## config.mk

```make
export PLATFORM = sky130hd
export DESIGN_NAME = turret_aim_ctrl
export DESIGN_NICKNAME = d
export VERILOG_FILES = /design/src/rtl/turret_aim_ctrl.sv
export SDC_FILE = /design/constraint.sdc
export NUM_CORES = 1
export LEC_CHECK = 0
export ABC_AREA = 1
export BUFFER_PORTS_ARGS = -buffer_cell sky130_fd_sc_hd__buf_2
export CAP_MARGIN = 20
export CORE_ASPECT_RATIO = 1.2
export CORE_MARGIN = 2
export CORE_UTILIZATION = 58
export CTS_BUF_LIST = sky130_fd_sc_hd__clkbuf_2 sky130_fd_sc_hd__clkbuf_4 sky130_fd_sc_hd__clkbuf_8
export DETAILED_ROUTE_END_ITERATION = 8
export MAX_ROUTING_LAYER = met4
export PLACE_DENSITY = 0.82
export SLEW_MARGIN = 5
export SYNTH_ARGS = -nofsm -noshare
export SYNTH_HDL_FRONTEND = slang
export SYNTH_SLANG_ARGS = --single-unit
```

## constraint.sdc

```tcl
create_clock -name Clk -period 2.45 [get_ports Clk]
set_input_delay 0 -clock Clk [delete_from_list [all_inputs] [get_ports Clk]]
set_output_delay 0 -clock Clk [all_outputs]
set_load 0.005 [all_outputs]
```

## src/rtl/turret_aim_ctrl.sv

```systemverilog
// Turret aiming controller: edge-detected keyboard stepping with hold-to-repeat,
// clamp/wrap limits, a home key and a fire-request handshake with frame cooldown.
module turret_aim_ctrl #(
  parameter int          NUM_ANGLES   = 9,
  parameter int          HOME_IDX     = 4,
  parameter int          WRAP         = 0,
  parameter logic [7:0]  KEY_UP       = 8'h1A,
  parameter logic [7:0]  KEY_DOWN     = 8'h16,
  parameter logic [7:0]  KEY_HOME     = 8'h4A,
  parameter logic [7:0]  KEY_FIRE     = 8'h2C,
  parameter int          REPEAT_DELAY = 30,
  parameter int          REPEAT_RATE  = 6,
  parameter int          COOLDOWN     = 20,
  localparam int         IDX_W        = (NUM_ANGLES > 1) ? $clog2(NUM_ANGLES) : 1
) (
  input  logic                  Clk,
  input  logic                  Reset,
  input  logic                  frame_tick,
  input  logic [7:0]            keycode,
  input  logic                  fire_ready,
  output logic [IDX_W-1:0]      angle_idx,
  output logic [NUM_ANGLES-1:0] angle_onehot,
  output logic                  step_pulse,
  output logic                  limit_hit,
  output logic                  fire_valid,
  output logic [IDX_W-1:0]      fire_angle,
  output logic [1:0]            dbg_state
);

  localparam int RPT_MAX = (REPEAT_DELAY > REPEAT_RATE) ? REPEAT_DELAY : REPEAT_RATE;
  localparam int RPT_W   = $clog2(RPT_MAX + 1);
  localparam int CD_W    = (COOLDOWN > 0) ? $clog2(COOLDOWN + 1) : 1;
  localparam logic [NUM_ANGLES-1:0] ONEHOT_ONE = 1;
  localparam logic [IDX_W-1:0]      IDX_TOP    = IDX_W'(NUM_ANGLES - 1);
  localparam logic [IDX_W-1:0]      IDX_HOME   = IDX_W'(HOME_IDX);

  // dbg_state encoding: 0 = IDLE, 1 = DELAY (waiting for first repeat), 2 = REPEAT
  typedef enum logic [1:0] {
    ST_IDLE   = 2'd0,
    ST_DELAY  = 2'd1,
    ST_REPEAT = 2'd2
  } state_t;

  state_t           state, state_d;
  logic             dir, dir_d;            // 1 = up, 0 = down
  logic [RPT_W-1:0] rpt_cnt, rpt_cnt_d;
  logic [7:0]       key_prev;
  logic [CD_W-1:0]  cooldown;

  logic       press_up, press_down, press_home, press_fire;
  logic [7:0] dir_key;
  logic       opp_press;
  logic       do_step, step_up;
  logic       at_top, at_bottom;

  logic [IDX_W-1:0] idx_d;
  logic             step_pulse_d, limit_hit_d;

  assign press_up   = (keycode == KEY_UP)   && (key_prev != KEY_UP);
  assign press_down = (keycode == KEY_DOWN) && (key_prev != KEY_DOWN);
  assign press_home = (keycode == KEY_HOME) && (key_prev != KEY_HOME);
  assign press_fire = (keycode == KEY_FIRE) && (key_prev != KEY_FIRE);

  assign dir_key   = dir ? KEY_UP : KEY_DOWN;
  assign opp_press = dir ? press_down : press_up;

  assign at_top    = (angle_idx == IDX_TOP);
  assign at_bottom = (angle_idx == '0);

  assign angle_onehot = ONEHOT_ONE << angle_idx;
  assign dbg_state    = state;

  // Repeat FSM: decides whether a step happens this edge and in which direction.
  always_comb begin
    state_d   = state;
    dir_d     = dir;
    rpt_cnt_d = rpt_cnt;
    do_step   = 1'b0;
    step_up   = dir;
    if (press_home) begin
      state_d   = ST_IDLE;
      rpt_cnt_d = '0;
    end else begin
      case (state)
        ST_IDLE: begin
          if (press_up || press_down) begin
            do_step   = 1'b1;
            step_up   = press_up;
            dir_d     = press_up;
            rpt_cnt_d = RPT_W'(REPEAT_DELAY);
            state_d   = ST_DELAY;
          end
        end
        ST_DELAY, ST_REPEAT: begin
          if (keycode != dir_key) begin
            // Rolling straight onto the opposite key restarts the delay in the new direction.
            if (opp_press) begin
              do_step   = 1'b1;
              step_up   = ~dir;
              dir_d     = ~dir;
              rpt_cnt_d = RPT_W'(REPEAT_DELAY);
              state_d   = ST_DELAY;
            end else begin
              rpt_cnt_d = '0;
              state_d   = ST_IDLE;
            end
          end else if (frame_tick) begin
            if (rpt_cnt == RPT_W'(1)) begin
              do_step   = 1'b1;
              step_up   = dir;
              rpt_cnt_d = RPT_W'(REPEAT_RATE);
              state_d   = ST_REPEAT;
            end else begin
              rpt_cnt_d = rpt_cnt - RPT_W'(1);
            end
          end
        end
        default: begin
          rpt_cnt_d = '0;
          state_d   = ST_IDLE;
        end
      endcase
    end
  end

  // Index datapath: apply a step with clamp or wrap at the ends.
  always_comb begin
    idx_d        = angle_idx;
    step_pulse_d = 1'b0;
    limit_hit_d  = 1'b0;
    if (press_home) begin
      idx_d = IDX_HOME;
    end else if (do_step) begin
      if (step_up) begin
        if (!at_top) begin
          idx_d        = angle_idx + IDX_W'(1);
          step_pulse_d = 1'b1;
        end else if (WRAP != 0) begin
          idx_d        = '0;
          step_pulse_d = 1'b1;
        end else begin
          limit_hit_d  = 1'b1;
        end
      end else begin
        if (!at_bottom) begin
          idx_d        = angle_idx - IDX_W'(1);
          step_pulse_d = 1'b1;
        end else if (WRAP != 0) begin
          idx_d        = IDX_TOP;
          step_pulse_d = 1'b1;
        end else begin
          limit_hit_d  = 1'b1;
        end
      end
    end
  end

  always_ff @(posedge Clk or negedge Reset) begin
    if (!Reset) begin
      state      <= ST_IDLE;
      dir        <= 1'b0;
      rpt_cnt    <= '0;
      key_prev   <= 8'h00;
      angle_idx  <= IDX_HOME;
      step_pulse <= 1'b0;
      limit_hit  <= 1'b0;
    end else begin
      state      <= state_d;
      dir        <= dir_d;
      rpt_cnt    <= rpt_cnt_d;
      key_prev   <= keycode;
      angle_idx  <= idx_d;
      step_pulse <= step_pulse_d;
      limit_hit  <= limit_hit_d;
    end
  end

  // Fire handshake: fire_valid holds with a stable fire_angle until an edge where
  // fire_valid && fire_ready; that edge completes the transfer and starts the cooldown.
  always_ff @(posedge Clk or negedge Reset) begin
    if (!Reset) begin
      fire_valid <= 1'b0;
      fire_angle <= '0;
      cooldown   <= '0;
    end else if (fire_valid && fire_ready) begin
      fire_valid <= 1'b0;
      cooldown   <= CD_W'(COOLDOWN);
    end else begin
      if (press_fire && !fire_valid && (cooldown == '0)) begin
        fire_valid <= 1'b1;
        fire_angle <= angle_idx;
      end
      if (frame_tick && (cooldown != '0)) begin
        cooldown <= cooldown - CD_W'(1);
      end
    end
  end

endmodule

```

# Yosys cells after proc, flatten, opt, wreduce, memory -nomap -nowiden
# Index checks and enable logic that the tools add are counted.
classes:
  shifts: 1
  muxes: 47
  eq_ne: 18
  n_reduce_logical: 22
  bitwise: 2
  addsub: 4
ops:
  columns: ["cell", "count"]
  rows:
  - ["$mux 5", 8]
  - ["$mux 1", 24]
  - ["$mux 4", 6]
  - ["$eq 8x5->1 const B", 2]
  - ["$ne 8x5->1 const B", 2]
  - ["$mux 2", 5]
  - ["$pmux 5 s2", 1]
  - ["$sub 5x1->5 const B", 2]
  - ["$ne 3x3->1 const B", 3]
  - ["$shl 1x4->9 const A", 1]
  - ["$eq 8x6->1 const B", 1]
  - ["$eq 8x7->1 const B", 1]
  - ["$logic_and 1x1->1", 8]
  - ["$ne 4x4->1 const B", 2]
  - ["$ne 8x5->1", 1]
  - ["$ne 8x6->1 const B", 1]
  - ["$ne 8x7->1 const B", 1]
  - ["$reduce_and 3->1", 2]
  - ["$reduce_bool 2->1", 3]
  - ["$eq 5x1->1 const B", 1]
  - ["$logic_not 5->1", 1]
  - ["$reduce_bool 5->1", 1]
  - ["$add 4x1->4 const B", 1]
  - ["$eq 4x4->1 const B", 1]
  - ["other kinds (12)", 15]
totals:
  output_inout_bits: 22
  ff_bits: 32
  elab_cells: 104

# Depth between registers and ports, before layout
# Gate-level depths: netlist of the first run.
depth:
  depth_word: 10
  depth_mapped: 17

# Worst setup path after synthesis of the first run
# Ideal clock, no wire load.
synth_path:
  path_type: "reg2reg"
  startpoint: "register key_prev[0]"
  endpoint: "register angle_idx[3]"
  stages_incl_launch_ff: 15
  setup_slack_ns: 0.383
  arrival_time_ns: 1.950
  synth_period_minus_slack_ns: 2.067
  path_cell_list: "dfrtp_1 inv_1 nand2_1 nor2_1 nand2_1 a21oi_2 or2_1 nand2_1 ha_1 nand2_1 nand2_1 a31oi_1 nand3_1 nand3_1 nand2_1"
synth_via:
  elab_chain_cells: 10
synth_lines:
  columns: ["element", "line_no", "rtl"]
  rows:
  - ["start: declaration", "47", "logic [7:0] key_prev;"]
  - ["start signal: assignment", "171", "key_prev <= keycode;"]
  - ["$ne 8x5->1 (on tied branches)", "59, 60", null]
  - ["$logic_and 1x1->1 (on tied branches)", "59, 60", null]
  - ["$mux 1", "65", "assign opp_press = dir ? press_down : press_up;"]
  - ["$mux 1", "97", "if (opp_press) begin"]
  - ["$mux 1", null, null]
  - ["$pmux 1 s2", "84", "case (state)"]
  - ["$mux 1", "80", "if (press_home) begin"]
  - ["$mux 4", "134", "if (step_up) begin"]
  - ["$mux 4", "133", "end else if (do_step) begin"]
  - ["$mux 4", "131", "if (press_home) begin"]
  - ["end signal: assignment", "172", "angle_idx <= idx_d;"]
  - ["end: declaration", "21", "output logic [IDX_W-1:0] angle_idx,"]
# Parallel ways exist; a longest one is shown, timed or not. The select of a mux whose other input is x is not followed.
# A chain may end at the register's enable or synchronous reset.

# Final worst setup path of the first run
layout_path:
  startpoint: "input keycode[7]"
  endpoint: "register angle_idx[2]"
layout_via:
  elab_chain_cells: 10
layout_lines:
  columns: ["element", "line_no", "rtl"]
  rows:
  - ["start: declaration", "19", "input logic [7:0] keycode,"]
  - ["$eq 8x5->1 (on tied branches)", "59, 60", null]
  - ["$logic_and 1x1->1 (on tied branches)", "59, 60", null]
  - ["$mux 1", "65", null]
  - ["$mux 1", "97", null]
  - ["$mux 1", null, null]
  - ["$pmux 1 s2", "84", null]
  - ["$mux 1", "80", null]
  - ["$mux 4", "134", null]
  - ["$mux 4", "133", null]
  - ["$mux 4", "131", null]
# Parallel ways exist; a longest one is shown, timed or not. The select of a mux whose other input is x is not followed.

==> impl_metrics.yaml, run 1 <==
sta:
  fin_crit_ns: 2.196
  tightest_slew_ns: 0.7220
  slew_violations: 0
  max_freq_mhz: 455.3
  fin_skew_ns: 0.006943
  rsz0062_at_grt: "false"
  fin_setup_tns_ns: 0
  finalHoldViolations: 0
  setup_viol: 0
  relSlewSlack_pct: 51.86
  timing.final.crit_share_pct: 89.64
final_layout:
  final_cell_mix: "nand2_1, inv_1, buf_2"
  final_common_cell: "nand2_1"
  area_growth_syn_to_layout_pct: 24.26
  drive_gt1_share_pct: 21.77
  fin_area_um2: 2429
  antennaDiodeCount: 0
  layout.nets: 337
synthesis:
  ys_seq_elements: 32
  ys_warn_count: 0
  yosysUniqueCellTypes: 29
  syn_nets: 285
  seq_area_frac_synth_pct: 41.04
  synth_area_per_cell_um2: 7.403
  syn_area_um2: 1954
  syn_inst: 264
critical_path:
  arrival_ns: 2.42
  crit_path_start: "keycode[7]"
  path_class: "in -> reg"
  startpoint_type: "input pin"
  cp_max_fo: 4
  critPathCaptureType: "flip-flop"
  crit_required_ns: 2.67
  r2r-start: "key_prev[5]"
drt:
  drc: 0
  first_pass_iters: 5
  wl_per_cell_um: 12.65
  detail_route.iter0.violations: 79
  drt-vias-per-instance: 5.229
  ant_nets: 0
  wl_mm: 4.478
  via_count: 1851
power:
  swShare_pct: 43.06
  power.switching_mw: 1.186
  powerDensity_nw_per_um2: 1134
  p_leak_nw: 1.305
  power.share.sequential_pct: 29.7
  p_clk_share_pct: 18.7
  internal_power_mw: 1.568
  peakVddDrop_mv: 0.8646
  power_frac_comb_pct: 51.5
worst_hold_path:
  hold_path.class: "in -> reg"
  min-delay-start: "frame_tick"
clocking:
  cts_made_buffers: 5
  clkSinkCount: 32
  clkLatencyLatePin_ns: 0.29
  postCtsSetupRepairBufs: 0
  cts_tree: "built"
  clk_path_buf_depth: 2
  ctsHtreeMaxLevel: 2
  clk_pin_slew_ns: 0.07
  clockRootBuffer: "clkbuf_8"
placed_design:
  dp_hpwl_mm: 3.242
  port_buffers: 33
  place_congestion: 0.8673
  place_area_um2: 2181
global_routing:
  grtUsageTotal_pct: 26.87
  overflow: 0
  antenna_found_initial: 0
  grt_pass1_wl_mm: 7.721
  grt_max_degree: 33
  grt_pass1_vias: 1800
floorplan:
  die_w_um: 56.99
  io-pin-count: 34
  die_h_um: 67.59
  rows: 23
  start_util_pct: 59.57
  die_area_um2: 3852
  coreArea_um2: 3281
run_status:
  status: "completed"
job:
  drv_cap: 0
cells in the mapped netlist:
master | count | area share, %
ha_1 | 8 | 5.1
a21oi_1 | 6 | 1.5
o22ai_1 | 4 | 1.3
o21ai_0 | 11 | 2.8
dfstp_2 | 1 | 1.3
nor3_1 | 2 | 0.51
nor2_2 | 6 | 1.9
nand4_1 | 4 | 1.3
xor2_1 | 2 | 0.90
inv_1 | 44 | 8.5
inv_2 | 2 | 0.38
fa_1 | 1 | 1.0
nor2_1 | 33 | 6.3
o41ai_1 | 1 | 0.45
nand3_2 | 3 | 1.5
a21boi_0 | 1 | 0.38
a21oi_4 | 1 | 0.83
xnor2_1 | 1 | 0.45
nand2_1 | 62 | 12
o21ai_1 | 1 | 0.26
nor4_1 | 1 | 0.32
nand2_2 | 3 | 0.96
or2_1 | 1 | 0.32
nand3_1 | 28 | 7.2
mux2_2 | 1 | 0.58
nor2_4 | 2 | 1.2
a21oi_2 | 1 | 0.45
dfrtp_1 | 31 | 40
a31oi_1 | 2 | 0.64
power by group through the flow:
stage / Sequential, mW / Combinational (mW) / Clock (mW)
floorplan: 0.801 / 0.989 / 0
global placement: 0.814 / 1.29 / 0
detailed placement: 0.823 / 1.33 / 0
CTS: 0.813 / 1.35 / 0.516
global route: 0.840 / 1.63 / 0.543
finish: 0.819 / 1.42 / 0.516
through the flow:
step / util (%) / hold WS, ns / setup slack, ns / total power, mW / instances
after detailed placement: 66.48 / 0.09051 / 0.1938 / 2.155 / 336
after CTS: 72.92 / 0.2172 / 0.06212 / 2.683 / 354
after floorplan: - / -0.2956 / 0.3828 / 1.790 / 264
final: 74.03 / 0.2129 / 0.2539 / 2.753 / 354
after global placement: 66.48 / 0.09370 / 0.2208 / 2.106 / 336
after global routing: 74.03 / 0.2377 / 0.03522 / 3.014 / 354
layout make-up:
cell class,instances,area (µm²)
sequential,32,802.0
clock inverter,2,35.03
tap,37,46.29
clock buffer,6,76.32
timing repair buffer,45,280.3
inverter,46,172.7
multi-input combinational,186,1016
fill,276,852.1
worst max-delay path, stage by stage:
cell	delay [ns]
dlygate4sd3_1	0.53
buf_2	0.15
nor2_4	0.14
nand2_1	0.11
nor2_2	0.15
nand3_1	0.11
nand3_1	0.11
nand3_2	0.12
nand2_1	0.17
inv_1	0.09
fa_1	0.38
xor2_1	0.17
nand2_1	0.07
nand2_1	0.08
nand2_1	0.05
cell families after synthesis:
kind of cell | Yosys count | synth area share, %
XOR/XNOR | 3 | 1.345
buffers and inverters | 46 | 8.835
multiplexers | 1 | 0.5761
AND/OR/NAND/NOR | 145 | 33.42
AO/OA/AOI/OAI | 28 | 8.643
flip-flops | 32 | 41.04
adder cells (fa/ha/maj) | 9 | 6.146
metal layers:
layer | vias up | global-route usage (%) | wire (µm)
met1 | 857 | 31.67 | 1959
li1 | 943 | - | -
met4 | 0 | 11.63 | 104
met3 | 10 | 5.747 | 156
met5 | - | - | 0
met2 | 41 | 44.54 | 2258
registers in the layout (all words and copies together), names as in the netlist:
signal,flops
key_prev,8
cooldown,5
rpt_cnt,5
angle_idx,4
fire_angle,4
dbg_state,2
dir,1
fire_valid,1
limit_hit,1
step_pulse,1
final timing paths:
kind                       depth (start not counted)       endpoint  slack [ns]
setup / recovery                                  15   angle_idx[2]        0.25
hold / removal                                     5    cooldown[1]        0.21
setup reg to reg                                  15   angle_idx[2]        0.26
hold reg to reg                                    2  fire_angle[0]        0.49
max in group asynchronous                          2   angle_idx[1]        1.67
min in group asynchronous                          2    key_prev[1]        0.32
repair_timing:
| item | in CTS | in global routing |
|---|---|---|
| resized for setup | 0 | 7 |
| hold buffers | 10 | 0 |
| hold endpoints to repair | 40 | 0 |
| endpoints found under the setup margin | 0 | 3 |
Note: power is estimated with default switching activity, not from simulation.
==> run 2, diff against run 1 <==
ABC_AREA = unset   (was 1)
CORE_UTILIZATION = 57   (was 58)
PLACE_DENSITY = 0.81   (was 0.82)
==> impl_metrics.yaml, run 2 <==
clocking:
  clkLatencyLatePin_ns: 0.33
  clk_pin_slew_ns: 0.10
  cts_made_buffers: 5
  clockRootBuffer: "clkbuf_4"
  ctsHtreeMaxLevel: 2
  clk_path_buf_depth: 2
  cts_tree: "built"
  clkSinkCount: 32
synthesis:
  ys_seq_elements: 32
  syn_nets: 209
  synth_area_leader_cell: "dfrtp_1"
  syn_inst: 188
  ys_warn_count: 0
  synth_async_sr_flop_share_pct: 100.0
  yosys.area.top_type_share_pct: 41.22
  synth_area_per_cell_um2: 10.01
  ys.flop_type: "dfrtp_1"
  seq_area_frac_synth_pct: 42.62
  ys_top_cells_by_area: "dfrtp_1, ha_1, mux2_2"
  yosysUniqueCellTypes: 49
  syn_area_um2: 1882
  synth-edff-count: 0
  synth_commonest_cells: "dfrtp_1, nand2_1, inv_1"
  post-synth-top-count-cell: "dfrtp_1"
sta:
  fin_skew_ns: 0.01350
  tightest_slew_ns: 0.7035
  slew_violations: 0
  setup_viol: 4
  timing.hold.ws_ns: 0.06289
  finalHoldViolations: 0
  max_freq_mhz: 361.2
  fin_setup_tns_ns: -0.5717
  timing.final.crit_share_pct: 113.0
  fin_crit_ns: 2.769
  fin_ws_ns: -0.3188
  relSlewSlack_pct: 53.10
  rsz0062_at_grt: "true"
critical_path:
  cp_top_family: "simple AND/OR/NAND/NOR gates"
  cp_max_fo: 4
  startpoint_type: "flip-flop"
  cpPeakStageDelay_ns: 0.56
  critPathCaptureType: "flip-flop"
  cp.buffers_inverters: 0
  arrival_ns: 3.01
  cp_slowest_cell: "or4b_4"
  cp_cell_sequence: "or4b_4 -> o211ai_4 -> nand2b_4 -> nor3_4 -> nor2_4 -> ha_1 -> a21o_1 -> a21oi_2 -> xor2_1 -> or3_1 -> o211ai_1"
  crit_required_ns: 2.70
  path_class: "reg -> reg"
final_layout:
  drive_gt1_share_pct: 37.50
  largest_reg_flops: 8
  final_cell_mix: "buf_2, dfrtp_1, buf_4"
  area_growth_syn_to_layout_pct: 32.85
  antennaDiodeCount: 0
  layout.nets: 276
  instances_no_fill: 292
  top_regs: "key_prev (8), cooldown (5), rpt_cnt (5)"
  final_common_cell: "buf_2"
  top_register: "key_prev"
drt:
  drc: 0
  detail_route.iter0.violations: 75
  via_count: 1711
  wl_mm: 4.539
  highest_layer: "met4"
  ant_nets: 0
  wl_met2_mm: 2.456
  first_pass_iters: 4
  drt-vias-per-instance: 5.860
  wl_met1_mm: 1.747
  wl_per_cell_um: 15.54
  wl_met3_um: 213
global_routing:
  antenna_found_initial: 0
  grtUsageTotal_pct: 26.66
  grt_pass1_vias: 1693
  overflow: 0
  grt_pass1_wl_mm: 7.472
  grt_max_degree: 33
placed_design:
  port_buffers: 33
  dp_hpwl_mm: 3.093
  dp.cells: 264
  place_congestion: 0.8796
power:
  peakVddDrop_mv: 0.6703
  powerDensity_nw_per_um2: 826.6
  p_leak_nw: 1.179
  p_total_mw: 2.067
run_status:
  violations: "negative setup slack"
  status: "finished with violations"
worst_hold_path:
  hold_path.class: "in -> reg"
job:
  drv_cap: 0
floorplan:
  start_util_pct: 60.50
  rows: 22
  die_h_um: 66.94
  die_w_um: 56.45
  io-pin-count: 34
  coreArea_um2: 3110
  die_area_um2: 3779
run 2: cell type report:
cell class                      count  area (µm²)
Clock buffer                        8       66.31
Fill cell                         204       610.6
Timing Repair Buffer               65       450.4
Sequential cell                    32       802.0
Multi-Input combinational cell    136        1077
Inverter                           15       58.81
Tap cell                           36       45.04
run 2: what timing repair did:
item                                    4_1_cts  5_1_grt
hold buffers                                 10        0
hold endpoints to repair                     45        0
cloned                                        0        0
buffers inserted                              8        3
pin swaps                                    10        8
gates resized for setup                       8       11
endpoints found under the setup margin        8       13
run 2: cells by family (layout without fill, tap and decap cells):
kind of cell | after synthesis | in the layout | share of synthesized area, %
adder cells (fa/ha/maj) | 9 | 9 | 6.383
AND/OR/NAND/NOR | 72 | 72 | 23.74
AO/OA/AOI/OAI | 41 | 41 | 15.76
multiplexers | 7 | 7 | 4.189
buffers and inverters | 20 | 88 | 4.055
flip-flops | 32 | 32 | 42.62
XOR/XNOR | 7 | 7 | 3.258
run 2: where the power goes:
group	internal, mW	switching (mW)
Combinational	0.438	0.457
Clock	0.164	0.174
Sequential	0.662	0.171
Total	1.26	0.802
run 2: layer usage:
metal,vias up,global-route usage (%)
met1,829,28.32
met5,-,-
met2,56,48.26
met4,0,10.71
li1,809,-
met3,17,5.631
run 2: path summary, 6_finish.rpt:
check	start	to	cells past startpoint	slack, ns
worst max register to register	key_prev[4]	angle_idx[3]	11	-0.32
max in group asynchronous	Reset	fire_angle[3]	2	1.75
worst min-delay path	frame_tick	dbg_state[1]	3	0.06
min in group asynchronous	Reset	dbg_state[0]	2	0.23
worst min register to register	fire_angle[0]	fire_angle[0]	1	0.51
worst max-delay path	key_prev[4]	angle_idx[3]	11	-0.32
run 2: metrics by stage:
step,setup WS (ns),area [µm²],util (%)
after CTS,-0.2717,2456,78.96
final,-0.3188,2500,80.37
after floorplan,-0.2288,1897,-
after global routing,-0.4353,2500,80.37
after detailed placement,-0.2708,2177,69.99
after global placement,-0.1722,2177,69.99
run 2: worst min-delay path, delay by kind of cell:
family / cells / cell delay (ns)
AOI/OAI and AO/OA: 2 / 0.23
buffers and inverters: 1 / 0.14
